File: src/rtl/trng_pkg.sv
// Shared constants, types and helpers for the multi-channel TRNG sampler.
package trng_pkg;

  localparam int unsigned N_CH_DEF     = 4;
  localparam int unsigned WORD_W_DEF   = 8;
  localparam int unsigned DAC_W_DEF    = 8;
  localparam int unsigned WIN_LOG2_DEF = 8;

  typedef enum logic {
    VN_EMPTY,
    VN_HAVE_ONE
  } vn_state_e;

  // An all-ones window reaches exactly 2**win_log2, which needs one extra bit.
  function automatic int unsigned ones_w(input int unsigned win_log2);
    return win_log2 + 1;
  endfunction

endpackage

File: src/rtl/trng_health_win.sv
// Windowed ones-count health monitor: counts ones over 2**WIN_LOG2 strobed samples.
module trng_health_win
  import trng_pkg::*;
#(
  parameter int unsigned WIN_LOG2 = WIN_LOG2_DEF
) (
  input  logic                        clk,
  input  logic                        rst_n,
  input  logic                        i_restart,
  input  logic                        i_strobe,
  input  logic                        i_bit,
  output logic [ones_w(WIN_LOG2)-1:0] o_ones_cnt,
  output logic                        o_ones_valid
);

  localparam int unsigned CntW = ones_w(WIN_LOG2);

  logic [WIN_LOG2-1:0] r_win;
  logic [CntW-1:0]     r_acc;
  logic [CntW-1:0]     r_ones;
  logic                r_valid;
  logic [CntW-1:0]     w_acc_next;

  assign w_acc_next = r_acc + CntW'(i_bit);

  always_ff @(posedge clk or negedge rst_n) begin
    if (!rst_n) begin
      r_win   <= '0;
      r_acc   <= '0;
      r_ones  <= '0;
      r_valid <= 1'b0;
    end else begin
      r_valid <= 1'b0;
      if (i_restart) begin
        r_win <= '0;
        r_acc <= '0;
      end else if (i_strobe) begin
        // Final sample of the window is folded into the published count.
        if (r_win == '1) begin
          r_ones  <= w_acc_next;
          r_valid <= 1'b1;
          r_win   <= '0;
          r_acc   <= '0;
        end else begin
          r_win <= r_win + 1'b1;
          r_acc <= w_acc_next;
        end
      end
    end
  end

  assign o_ones_cnt   = r_ones;
  assign o_ones_valid = r_valid;

endmodule

File: src/rtl/trng_sampler_vn.sv
// Multi-channel TRNG sampler: sync, XOR-combine, optional von Neumann debias
// (macro TRNG_VON_NEUMANN_EN), word packing, VDAC code register, health monitor.
module trng_sampler_vn
  import trng_pkg::*;
#(
  parameter int unsigned N_CH     = N_CH_DEF,
  parameter int unsigned WORD_W   = WORD_W_DEF,
  parameter int unsigned DAC_W    = DAC_W_DEF,
  parameter int unsigned WIN_LOG2 = WIN_LOG2_DEF
) (
  input  logic                clk,
  input  logic                rst_n,
  input  logic                en,
  input  logic [N_CH-1:0]     raw_i,
  input  logic [N_CH-1:0]     ch_mask,
  input  logic                bias_wr,
  input  logic [DAC_W-1:0]    bias_code,
  output logic [DAC_W-1:0]    vdac_code,
  output logic [WORD_W-1:0]   rnd_data,
  output logic                rnd_valid,
  input  logic                rnd_ready,
  output logic [WIN_LOG2:0]   ones_cnt,
  output logic                ones_valid
);

  localparam int unsigned CntW = $clog2(WORD_W);
  localparam logic [CntW-1:0] LastIdx = CntW'(WORD_W - 1);

  logic [N_CH-1:0]   r_sync1, r_sync2;
  logic [DAC_W-1:0]  r_vdac;
  logic [WORD_W-1:0] r_coll;
  logic [CntW-1:0]   r_cnt;
  logic              r_full;
  logic [WORD_W-1:0] r_rnd_data;
  logic              r_rnd_valid;

  logic w_c, w_strobe, w_acc_valid, w_acc_bit, w_move;

  always_ff @(posedge clk or negedge rst_n) begin
    if (!rst_n) begin
      r_sync1 <= '0;
      r_sync2 <= '0;
    end else begin
      r_sync1 <= raw_i;
      r_sync2 <= r_sync1;
    end
  end

  assign w_c      = ^(r_sync2 & ch_mask);
  assign w_strobe = en & (|ch_mask);

`ifdef TRNG_VON_NEUMANN_EN
  vn_state_e r_vn_state;
  logic      r_vn_first;

  always_ff @(posedge clk or negedge rst_n) begin
    if (!rst_n) begin
      r_vn_state <= VN_EMPTY;
      r_vn_first <= 1'b0;
    end else if (bias_wr || !w_strobe) begin
      r_vn_state <= VN_EMPTY;
    end else if (r_vn_state == VN_EMPTY) begin
      r_vn_state <= VN_HAVE_ONE;
      r_vn_first <= w_c;
    end else begin
      r_vn_state <= VN_EMPTY;
    end
  end

  assign w_acc_valid = w_strobe & (r_vn_state == VN_HAVE_ONE) & (r_vn_first != w_c);
  assign w_acc_bit   = r_vn_first;
`else
  assign w_acc_valid = w_strobe;
  assign w_acc_bit   = w_c;
`endif

  // A held complete word moves whenever the slot is empty or being drained.
  assign w_move = r_full & (~r_rnd_valid | rnd_ready);

  always_ff @(posedge clk or negedge rst_n) begin
    if (!rst_n) begin
      r_vdac      <= '0;
      r_coll      <= '0;
      r_cnt       <= '0;
      r_full      <= 1'b0;
      r_rnd_data  <= '0;
      r_rnd_valid <= 1'b0;
    end else begin
      if (bias_wr) begin
        r_vdac <= bias_code;
      end

      if (w_move) begin
        r_rnd_data  <= r_coll;
        r_rnd_valid <= 1'b1;
      end else if (r_rnd_valid && rnd_ready) begin
        r_rnd_valid <= 1'b0;
      end

      if (bias_wr) begin
        r_coll <= '0;
        r_cnt  <= '0;
        r_full <= 1'b0;
      end else begin
        if (w_move) begin
          r_full <= 1'b0;
        end
        // Stale upper bits are shifted out before the next word completes.
        if (w_acc_valid && (!r_full || w_move)) begin
          r_coll <= {r_coll[WORD_W-2:0], w_acc_bit};
          if (r_cnt == LastIdx) begin
            r_cnt  <= '0;
            r_full <= 1'b1;
          end else begin
            r_cnt <= r_cnt + 1'b1;
          end
        end
      end
    end
  end

  trng_health_win #(
    .WIN_LOG2(WIN_LOG2)
  ) u_health (
    .clk         (clk),
    .rst_n       (rst_n),
    .i_restart   (bias_wr),
    .i_strobe    (w_strobe),
    .i_bit       (w_c),
    .o_ones_cnt  (ones_cnt),
    .o_ones_valid(ones_valid)
  );

  assign vdac_code = r_vdac;
  assign rnd_data  = r_rnd_data;
  assign rnd_valid = r_rnd_valid;

endmodule

File: config.mk
export PLATFORM = sky130hd
export DESIGN_NAME = trng_sampler_vn
export DESIGN_NICKNAME = d
export VERILOG_FILES = /design/src/rtl/trng_pkg.sv /design/src/rtl/trng_health_win.sv /design/src/rtl/trng_sampler_vn.sv
export SDC_FILE = /design/constraint.sdc
export NUM_CORES = 1
export LEC_CHECK = 0
export ABC_AREA = 1
export CAP_MARGIN = 0
export CORE_MARGIN = 2
export CORE_UTILIZATION = 56
export DETAILED_ROUTE_END_ITERATION = 12
export DONT_BUFFER_PORTS = 1
export PLACE_DENSITY = 0.74
export SETUP_SLACK_MARGIN = 0.5
export SLEW_MARGIN = 40
export SYNTH_ARGS = -nofsm -noshare
export SYNTH_HDL_FRONTEND = slang
export SYNTH_SLANG_ARGS = --single-unit
export TNS_END_PERCENT = 50
File: constraint.sdc
create_clock -name clk -period 1.6 [get_ports clk]
set_input_delay 0.24 -clock clk [delete_from_list [all_inputs] [get_ports clk]]
set_output_delay 0.24 -clock clk [all_outputs]
set_load 0.02 [all_outputs]
==> impl_metrics.ini <==
[global_route]
antenna_found_initial = 0
grt-busiest-layer = met2
grt_pass1_vias = 2196
grt_pass1_wl_um = 9660
overflow = 0
grt_max_degree = 65
track_usage_pct = 23.0
grtUsageMet3_pct = 7.54
grt_use_met1_pct = 28.2
globalRouteMet2Util_pct = 37.8

[final_layout]
area_delta_synth_final_pct = 26.7
layout-drive-gt1-share_pct = 25.5
nets = 386
n_fill_cell = 365
final_design_area_no_fill_um2 = 3620
fin_util_pct = 72.3
insertedDiodeCount = 0
fin_cells = 434

[setup_path]
r2r_cells = 11
start_kind = flip-flop
rr_endpoint = u_health.o_ones_cnt[2]$_DFFE_PN0P_
worst_r2r_startpoint = r_sync2[1]$_DFF_PN0_
cp.arrival_ns = 1.98
r2r_slack_ns = -0.15
worstSetupPathType = flip-flop to flip-flop
crit_path_max_fanout = 2
end_kind = flip-flop
cp.required_ns = 1.83

[pwr]
p_per_area_nw_per_um2 = 920
vdd_drop_max_mv = 0.658
cellLeakagePower_nw = 1.96
total_power_mw = 3.33

[die]
dieArea_um2 = 5690
chipWidth_um = 75.5
rows = 26
coreArea_um2 = 5010
io_pins = 48
dieHeight_um = 75.5
start_util_pct = 57.1

[place]
dp_hpwl_um = 3490
post-place-cells = 399
port_buffers = 0
placed_area_um2 = 3030
place.gp.congestion = 0.840

[timing]
setup_slack_ns = -0.149
rsz0062_at_grt = true
fin_crit_ns = 1.75
slew_viol_final = 0
setup_viol = 13
post-route-period-util_pct = 109
timing_hold_violations_final = 64
hold_ws_ns = -0.406
fmax_ghz = 0.572
clock_skew_ns = 0.0100
worst_pin_slew_ns = 0.437
slew_headroom_pct = 70.8

[clock_tree]
clock_sinks = 64
h-tree-depth = 3
path_clk_slew_ns = 0.07
clk_latency_ns = 0.33
clock_path_buffers = 2
tritoncts = yes
cts_buffers = 9
clockRootBuffer = clkbuf_8

[logic_synthesis]
synth_cell_type_count = 26
syn_area_um2 = 2860
ys_seq_area_share_pct = 56.0
synthCells = 328
yosysTopAreaCellShare_pct = 56.0
syn_nets = 355
ys_ff_latch = 64
synthTopCellsByArea = dfrtp_1 56%, nand2_1 20%, mux2_2 3.2%, inv_1 2.8%, ha_1 2.6%
syn_area_per_cell_um2 = 8.72
yosysTopAreaCell = dfrtp_1
ys.flop_type = dfrtp_1
async_reset_ff_share_pct = 100
synth_edf_count = 0
ys_warn_count = 0

[run_status]
violations = hold timing, setup timing
outcome = finished, violations left

[detailed_routing]
firstDrtPassIters = 4
wirelength_um = 5850
viasPerCell = 5.06
num_vias = 2194
drtAntennaViolNets = 0
dr.first_iter.drc_count = 126
wl_per_cell_um = 13.5
drc = 0

[worst_hold_path]
hold_class = input port to asynchronous set/reset pin

[job]
cap_violations = 0
[critical path: stages (launching register included)]
cell and delay, ns:
dfrtp_1 0.40, nand2_2 0.10, nand3_1 0.07, nand2_1 0.09
nand2_2 0.07, and2_4 0.16, ha_4 0.16, ha_4 0.16
buf_4 0.14, xor2_2 0.17, nand2_1 0.07, nand2_1 0.05
[cells in the mapped netlist, types with 3 or more instances]
library cell,n
nand2_2,3
o21ai_1,10
nand4_1,4
o21ai_0,7
dfrtp_1,64
inv_1,21
nor2_1,14
nand3b_1,3
mux2_2,8
nand3_1,12
nand2_1,154
ha_1,6
[layout make-up]
class                      instances  area, um^2  share of cell area (%)
sequential                        64        1600                    44.3
multi-input combinational        234        1370                    37.8
timing repair buffer              28         280                    7.74
clock buffer                      11         141                    3.90
tap                               70        87.6                    2.42
inverter                          22        85.1                    2.35
clock inverter                     5        56.3                    1.55
[flip-flops by register name (all words and copies together) (netlist names)]
signal / cells
r_coll: 8
r_cnt: 3
r_sync1: 4
u_health.o_ones_cnt: 9
r_full: 1
u_health.o_ones_valid: 1
u_health.r_acc: 9
r_sync2: 4
rnd_data: 8
u_health.r_win: 8
vdac_code: 8
rnd_valid: 1
[cell families after synthesis]
group | after synthesis | share of synthesized area (%)
compound gates | 19 | 3.33
xor+xnor | 4 | 1.23
fa+ha+maj | 6 | 2.63
buf+inv | 30 | 4.81
flops | 64 | 56.0
mux | 8 | 3.15
simple gates | 197 | 28.8
[per-layer routing]
layer | vias to the layer above | part of all wire [%]
met5 | - | 0
met4 | 0 | 1.2
met3 | 8 | 4.3
met2 | 48 | 51
met1 | 1050 | 43
li1 | 1088 | -
[how the worst max path moves through the flow]
| stage | start | end | cells past startpoint |
|---|---|---|---|
| global route | r_sync2[1]$_DFF_PN0_ | u_health.o_ones_cnt[8]$_DFFE_PN0P_ | 13 |
| finish | r_sync2[1]$_DFF_PN0_ | u_health.o_ones_cnt[2]$_DFFE_PN0P_ | 11 |
| floorplan | r_sync2[0]$_DFF_PN0_ | u_health.o_ones_cnt[6]$_DFFE_PN0P_ | 13 |
| detailed placement | r_sync2[2]$_DFF_PN0_ | u_health.o_ones_cnt[5]$_DFFE_PN0P_ | 14 |
| global placement | r_sync2[2]$_DFF_PN0_ | u_health.o_ones_cnt[5]$_DFFE_PN0P_ | 14 |
| CTS | r_sync2[1]$_DFF_PN0_ | u_health.o_ones_cnt[6]$_DFFE_PN0P_ | 12 |
[placed cells by master (no fill, tap or decap), types with 2 or more instances in the layout]
cell / instances
nand4_1: 4
clkinv_2: 2
nor2_4: 3
buf_4: 15
inv_1: 16
o21ai_2: 5
dfrtp_1: 62
dlygate4sd3_1: 7
nand2_2: 10
dfrtp_2: 2
a21oi_1: 2
xor2_2: 2
inv_2: 5
nor2_2: 3
nand3_1: 8
xnor2_2: 2
ha_1: 2
mux2_4: 8
clkbuf_8: 10
nand2_1: 143
buf_6: 4
nand3b_1: 3
nand3_4: 3
ha_4: 4
nor2_1: 11
o21ai_1: 11
nand2_4: 4
[metrics by stage]
| step | TNS, ns | setup WS [ns] |
|---|---|---|
| global route | -2.66 | -0.242 |
| finish | -0.931 | -0.149 |
| floorplan | 0 | 0.0665 |
| global placement | -0.115 | -0.0471 |
| detailed placement | -0.309 | -0.0796 |
| CTS | -0.170 | -0.0468 |
[power by group]
| group | switching (mW) | total [mW] | internal, mW | leakage, nW |
|---|---|---|---|---|
| Clock | 0.610 | 1.37 | 0.759 | 0.0993 |
| Combinational | 0.122 | 0.233 | 0.111 | 1.01 |
| Sequential | 0.0643 | 1.73 | 1.67 | 0.853 |
| Total | 0.796 | 3.33 | 2.54 | 1.96 |
[what timing repair did]
item / CTS / global route
endpoints found under the hold margin: 69 / 65
setup buffers: 8 / 3
resized for setup: 38 / 17
cloned: 1 / 0
pin swaps: 22 / 28
endpoints found under the setup margin: 46 / 47
hold buffers: 5 / 2
No activity file was read; power rests on OpenSTA's default activity.
